## src/rtl/fsm_prog_pkg.sv

```systemverilog
// fsm_prog_pkg: shared types, constants and state-encoding helpers for the programmable FSM.
package fsm_prog_pkg;
    localparam int DEF_NSTATE    = 6;
    localparam int DEF_IN_W      = 2;
    localparam int DEF_OUT_W     = 1;
    localparam int DEF_SW        = $clog2(DEF_NSTATE);
    localparam int ILLEGAL_CNT_W = 8;

    typedef enum logic {MODE_RUN = 1'b0, MODE_TRAP = 1'b1} fsm_mode_t;

    typedef struct packed {
        logic                 legal;
        logic [DEF_SW-1:0]    next;
        logic [DEF_OUT_W-1:0] out;
    } fsm_entry_t;

    function automatic logic [31:0] idx2onehot(input int unsigned idx);
        return 32'd1 << idx;
    endfunction

    function automatic int unsigned onehot2idx(input logic [31:0] oh);
        int unsigned idx = 0;
        for (int i = 0; i < 32; i++) if (oh[i]) idx = i;
        return idx;
    endfunction
endpackage

```

## src/rtl/fsm_prog_table.sv

```systemverilog
// fsm_prog_table: NSTATE x 2^IN_W transition table; synchronous write, combinational read.
module fsm_prog_table
    import fsm_prog_pkg::*;
#(
    parameter int  NSTATE  = DEF_NSTATE,
    parameter int  IN_W    = DEF_IN_W,
    parameter type entry_t = fsm_entry_t,
    localparam int AW      = $clog2(NSTATE) + IN_W
) (
    input  logic          clk,
    input  logic          reset,
    input  logic          i_we,
    input  logic [AW-1:0] i_waddr,
    input  entry_t        i_wdata,
    input  logic [AW-1:0] i_raddr,
    output entry_t        o_rdata
);
    localparam int DEPTH = NSTATE << IN_W;

    entry_t r_mem [DEPTH];

    always_ff @(posedge clk or negedge reset) begin
        if (!reset) begin
            for (int i = 0; i < DEPTH; i++) r_mem[i] <= '0;
        end else if (i_we) begin
            r_mem[i_waddr] <= i_wdata;
        end
    end

    assign o_rdata = r_mem[i_raddr];
endmodule

```

## src/rtl/fsm_prog.sv

```systemverilog
// fsm_prog: run-time programmable Mealy FSM with illegal-symbol counting.
// Optional trap on illegal symbols is enabled by defining FSM_PROG_TRAP_EN.
module fsm_prog
    import fsm_prog_pkg::*;
#(
    parameter int  NSTATE = DEF_NSTATE,
    parameter int  IN_W   = DEF_IN_W,
    parameter int  OUT_W  = DEF_OUT_W,
    localparam int SW     = $clog2(NSTATE)
) (
    input  logic                     clk,
    input  logic                     reset,
    input  logic                     in_valid,
    input  logic [IN_W-1:0]          in_data,
    output logic                     out_valid,
    output logic [OUT_W-1:0]         out_data,
    output logic [NSTATE-1:0]        state_onehot,
    output logic                     err,
    input  logic                     err_clr,
    output logic [ILLEGAL_CNT_W-1:0] illegal_cnt,
    input  logic                     cfg_we,
    input  logic [SW-1:0]            cfg_state,
    input  logic [IN_W-1:0]          cfg_in,
    input  logic                     cfg_legal,
    input  logic [SW-1:0]            cfg_next,
    input  logic [OUT_W-1:0]         cfg_out
);
    typedef struct packed {
        logic             legal;
        logic [SW-1:0]    next;
        logic [OUT_W-1:0] out;
    } entry_t;

    fsm_mode_t                r_mode, w_mode_nxt;
    logic [SW-1:0]            r_state, w_state_nxt;
    logic                     r_out_valid, w_out_valid_nxt;
    logic [OUT_W-1:0]         r_out_data, w_out_data_nxt;
    logic [ILLEGAL_CNT_W-1:0] r_cnt, w_cnt_nxt;
    entry_t                   w_rd, w_wr;
    logic                     w_we;

    // Rows beyond NSTATE do not exist; targets beyond NSTATE become undefined transitions.
    assign w_we = cfg_we && (32'(cfg_state) < NSTATE);
    assign w_wr = '{legal: cfg_legal && (32'(cfg_next) < NSTATE), next: cfg_next, out: cfg_out};

    fsm_prog_table #(
        .NSTATE  (NSTATE),
        .IN_W    (IN_W),
        .entry_t (entry_t)
    ) u_table (
        .clk     (clk),
        .reset   (reset),
        .i_we    (w_we),
        .i_waddr ({cfg_state, cfg_in}),
        .i_wdata (w_wr),
        .i_raddr ({r_state, in_data}),
        .o_rdata (w_rd)
    );

    always_ff @(posedge clk or negedge reset) begin
        if (!reset) begin
            r_mode      <= MODE_RUN;
            r_state     <= '0;
            r_out_valid <= 1'b0;
            r_out_data  <= '0;
            r_cnt       <= '0;
        end else begin
            r_mode      <= w_mode_nxt;
            r_state     <= w_state_nxt;
            r_out_valid <= w_out_valid_nxt;
            r_out_data  <= w_out_data_nxt;
            r_cnt       <= w_cnt_nxt;
        end
    end

    always_comb begin
        w_mode_nxt      = r_mode;
        w_state_nxt     = r_state;
        w_out_valid_nxt = 1'b0;
        w_out_data_nxt  = r_out_data;
        w_cnt_nxt       = r_cnt;
        if (r_mode == MODE_TRAP) begin
`ifdef FSM_PROG_TRAP_EN
            if (err_clr) begin
                w_mode_nxt  = MODE_RUN;
                w_state_nxt = '0;
            end
`endif
        end else if (in_valid) begin
            if (w_rd.legal) begin
                w_state_nxt     = w_rd.next;
                w_out_valid_nxt = 1'b1;
                w_out_data_nxt  = w_rd.out;
            end else begin
                w_cnt_nxt = (&r_cnt) ? r_cnt : r_cnt + ILLEGAL_CNT_W'(1);
`ifdef FSM_PROG_TRAP_EN
                w_mode_nxt = MODE_TRAP;
`endif
            end
        end
    end

`ifdef FSM_PROG_TRAP_EN
    assign err = (r_mode == MODE_TRAP);
`else
    logic w_unused;
    assign w_unused = err_clr;
    assign err      = 1'b0;
`endif

    assign state_onehot = (r_mode == MODE_TRAP) ? '0 : NSTATE'(idx2onehot(32'(r_state)));
    assign out_valid    = r_out_valid;
    assign out_data     = r_out_data;
    assign illegal_cnt  = r_cnt;
endmodule

```

## config.mk

```make
export PLATFORM = sky130hd
export DESIGN_NAME = fsm_prog
export DESIGN_NICKNAME = d
export VERILOG_FILES = /design/src/rtl/fsm_prog_pkg.sv /design/src/rtl/fsm_prog_table.sv /design/src/rtl/fsm_prog.sv
export SDC_FILE = /design/constraint.sdc
export NUM_CORES = 1
export LEC_CHECK = 0
export BUFFER_PORTS_ARGS = -buffer_cell sky130_fd_sc_hd__buf_4
export CORE_ASPECT_RATIO = 0.7
export CORE_UTILIZATION = 25
export CTS_CLUSTER_SIZE = 10
export DETAILED_ROUTE_END_ITERATION = 8
export GPL_TIMING_DRIVEN = 0
export HOLD_SLACK_MARGIN = 0.03
export PLACE_DENSITY_LB_ADDON = 0.3
export SLEW_MARGIN = 10
export SYNTH_ARGS = -nofsm -noshare
export SYNTH_HDL_FRONTEND = slang
export SYNTH_SLANG_ARGS = --single-unit
```

## constraint.sdc

```tcl
create_clock -name clk -period 1.9 [get_ports clk]
set_input_delay 0.57 -clock clk [delete_from_list [all_inputs] [get_ports clk]]
set_output_delay 0.57 -clock clk [all_outputs]
set_load 0.01 [all_outputs]
```

==> metrics.md <==
| Metric | Value |
|---|---|
| Placed Area | `about 7000 µm²` |
| First-pass GRT wire length | `28,000 µm` |
| Startpoint Class | `input pin` |
| Die width | `between 150 and 200 µm` |
| Final instance area | `approximately 8100 µm²` |
| Critical path required time | `between 2 and 2.5 ns` |
| Ports | `34` |
| Register area share after synthesis | `a little over half` |
| Num CTS Buffers | `17` |
| Seq pwr share | `38.4%` |
| Placer Congestion | `0.810` |
| Chip height | `134 µm` |
| Gr usage total | `15.2%` |
| CTS tree | `done` |
| Worst Path Max Fanout | `7` |
| Max-Cap Viols | `0` |
| Vias | `4,085` |
| Slew at the pin closest to its max-slew limit | `about 0.73 ns` |
| Cell Chain, Critical Path | `buf_4, buf_12, buf_4, nor2b_1, a221oi_2, a21oi_4, a21bo_1, inv_2, mux2_4` |
| Ys flop type | `dfrtp_1` |
| Worst slew margin | `51.7%` |
| Pre-antenna DRT Iters | `4` |
| Hold Vio Cnt, Final | `0` |
| Worst vdd ir | `0.762 mV` |
| Pre-CTS setup slack | `-0.839 ns` |
| Setup TNS | `-1.03 ns` |
| Global route overflow | `0` |
| Initial antenna violation count | `0` |
| Starting Density | `approximately a quarter` |
| Die area | `25,500 µm²` |
| Clk buf depth | `2` |
| Syn Nets | `about 450` |
| Core box area | `24,000 µm²` |
| Clk pwr share | `34.2%` |
| Synth Instances | `428` |
| Worst setup margin | `-0.135 ns` |
| Row count | `47` |
| HPWL Detailed | `~12,000 µm` |
| Final-layout fill cell count | `around 2.3k` |
| Yosys cell types | `42` |
| Psw | `2830 µW` |
| Final setup fails | `13` |
| Clk slew on worst S/H paths | `about 0.06 ns` |
| Period utilization | `107%` |
| CP max stage cell | `a221oi_2` |
| DRT antenna net count | `0` |
| Max-slew violations | `0` |
| FF-to-FF path depth | `7` |
| Worst Path Arrival | `2.34 ns` |
| Area occupied by multi-input gates | `2990 µm²` |
| Synthesis-to-layout area growth | `30.8%` |
| Yosys reg bits | `between 100 and 150` |
| DR iter-0 viols | `329` |
| Synth async-reset ratio | `between 90% and 100%` |
| Crit Path Class | `in -> reg` |
| Vias in the first global route | `4,330` |
| Detailed Route WL | `18,100 µm` |
| Power per standard cell area | `1200 nW/µm²` |
| Root buffer cell | `clkbuf_16` |
| Drt drc | `0` |
| Final Power | `9770 µW` |
| Commonest non-fill, non-tap cells in the layout | `dfrtp_1, mux2_2, buf_4` |
| Failing checks | `setup timing` |
| Crit-path max cell delay | `0.39 ns` |
| Sw Share | `between 20% and 30%` |
| Largest net degree at the start of global routing | `87` |
| Most common cell after layout, fill and taps aside | `dfrtp_1` |
| Post-synth EDFFs | `0` |
| Worst-Skew Late Latency | `0.43 ns` |
| Number of port buffers | `30` |
| FMAX | `491 MHz` |
| Storage cell area | `3330 µm²` |
| Share of layout cells above drive strength 1 | `around 55%` |
| NumNets Final | `525` |
| CTS sink count | `133` |
| Vias per cell | `4.87` |
| Int Power | `6940 µW` |
| Hold crit path type | `in -> async` |
| CP endpoint kind | `register` |
| CP dominant cell by count | `buf_4` |
| Mapped cell area | `around 6200 µm²` |
| Total of warnings raised by yosys | `0` |
| Syn Area/Cell | `14.5 µm²` |
| Post-route minimum period | `2.04 ns` |
| LEAKAGE | `0.00358 µW` |
| Ant. Diodes | `0` |
| DR WL/cell | `about 22 µm` |
| Status | `finished with violations` |
| RSZ-0062 raised after global routing | `yes` |
| Layout Skew | `0.00894 ns` |
| H-Tree Depth | `4` |
| Comb pwr share | `27.4%` |
-- path summary, 6_finish.rpt --
check | from | endpoint | slack, ns
min in group clk | cfg_next[2] | u_table.r_mem[78] | 0.47
setup / recovery | in_data[0] | r_state[1] | -0.14
hold / removal | reset | u_table.r_mem[116] | 0.08
max in group asynchronous | reset | u_table.r_mem[22] | 1.01
hold reg to reg | u_table.r_mem[84] | u_table.r_mem[84] | 0.48
setup reg to reg | r_state[1] | r_state[1] | -0.12
-- cells in the mapped netlist (all sizes together), types with 2 or more instances --
cell type  count  area [µm²]
and3           2        12.5
and2           2        12.5
nor2b          6        37.5
mux4          29         664
nor2           9        33.8
o21ai         11        55.1
or2            3        18.8
nand4b         2        17.5
a21oi          2        25.0
buf            9        66.3
xnor2          7        61.3
dfrtp        133        3330
nand2b         2        12.5
nor3b          4        30.0
nand2         34         128
mux2         118        1340
a221oi         2        17.5
mux2i          8        80.1
and3b          3        26.3
clkbuf        14        52.6
o211ai         3        22.5
inv            2        7.50
a22oi          4        30.0
nand3          8        40.0
-- kinds of logic (layout without fill, tap and decap cells) --
kind of cell / count (synthesis) / after routing / share of synthesized area [%]
flip-flops: 133 / 133 / 53.5
adder cells (fa/ha/maj): 1 / 1 / 0.201
XOR/XNOR: 7 / 7 / 0.986
multiplexers: 155 / 155 / 33.5
AO/OA/AOI/OAI: 27 / 27 / 3.06
buffers and inverters: 25 / 117 / 2.03
AND/OR/NAND/NOR: 79 / 79 / 6.64
other: 1 / 1 / 0.0603
-- sequential cells by signal, indices dropped and copies added, names as in the netlist --
register,cells
illegal_cnt,8
out_data,1
out_valid,1
r_state,3
u_table.r_mem,120
-- worst max-delay path: cells and delay by family --
| family | cells | cell delay (ns) |
|---|---|---|
| compound gates | 3 | 0.73 |
| buf+inv | 4 | 0.54 |
| mux | 1 | 0.32 |
| simple gates | 1 | 0.17 |
-- power by group through the flow --
stage | sequential (µW) | clock [µW] | combinational, µW
2_1_floorplan | 3680 | 0 | 1260
3_3_place_gp | 3710 | 0 | 1930
3_5_place_dp | 3750 | 0 | 1970
4_1_cts | 3740 | 3390 | 2550
5_1_grt | 3820 | 3530 | 2860
6_report | 3750 | 3340 | 2670
-- stage by stage --
step | hold WS [ns] | cells | util (%)
finish | 0.0839 | 838 | 33.9
floorplan | 0.274 | 428 | -
CTS | 0.0923 | 834 | 33.4
global route | 0.113 | 838 | 33.9
detailed placement | 0.473 | 777 | 29.0
global placement | 0.460 | 776 | 28.9
-- timing repair --
item,4_1_cts,5_1_grt
hold buffers,0,0
buffers inserted,26,4
endpoints found under the setup margin,28,51
pin swaps,11,10
cloned,1,0
resized for setup,54,26
-- routing by layer --
layer	GRT usage [%]	share of wire, %	vias up
met5	0	0	-
met4	4.76	1.5	0
met3	4.06	5.8	24
met2	22.4	44	109
met1	21.7	48	2215
li1	-	-	1737
-- final cells by class --
cell class,instances,area share (%)
inverters,2,0.139
clock buffers,18,5.28
plain buffers,21,2.71
flip-flops and latches,133,41.0
repair buffers,62,7.29
well taps,318,4.89
multi-input cells,270,36.7
clock inverters,14,1.99
No activity file was read; power rests on OpenSTA's default activity.
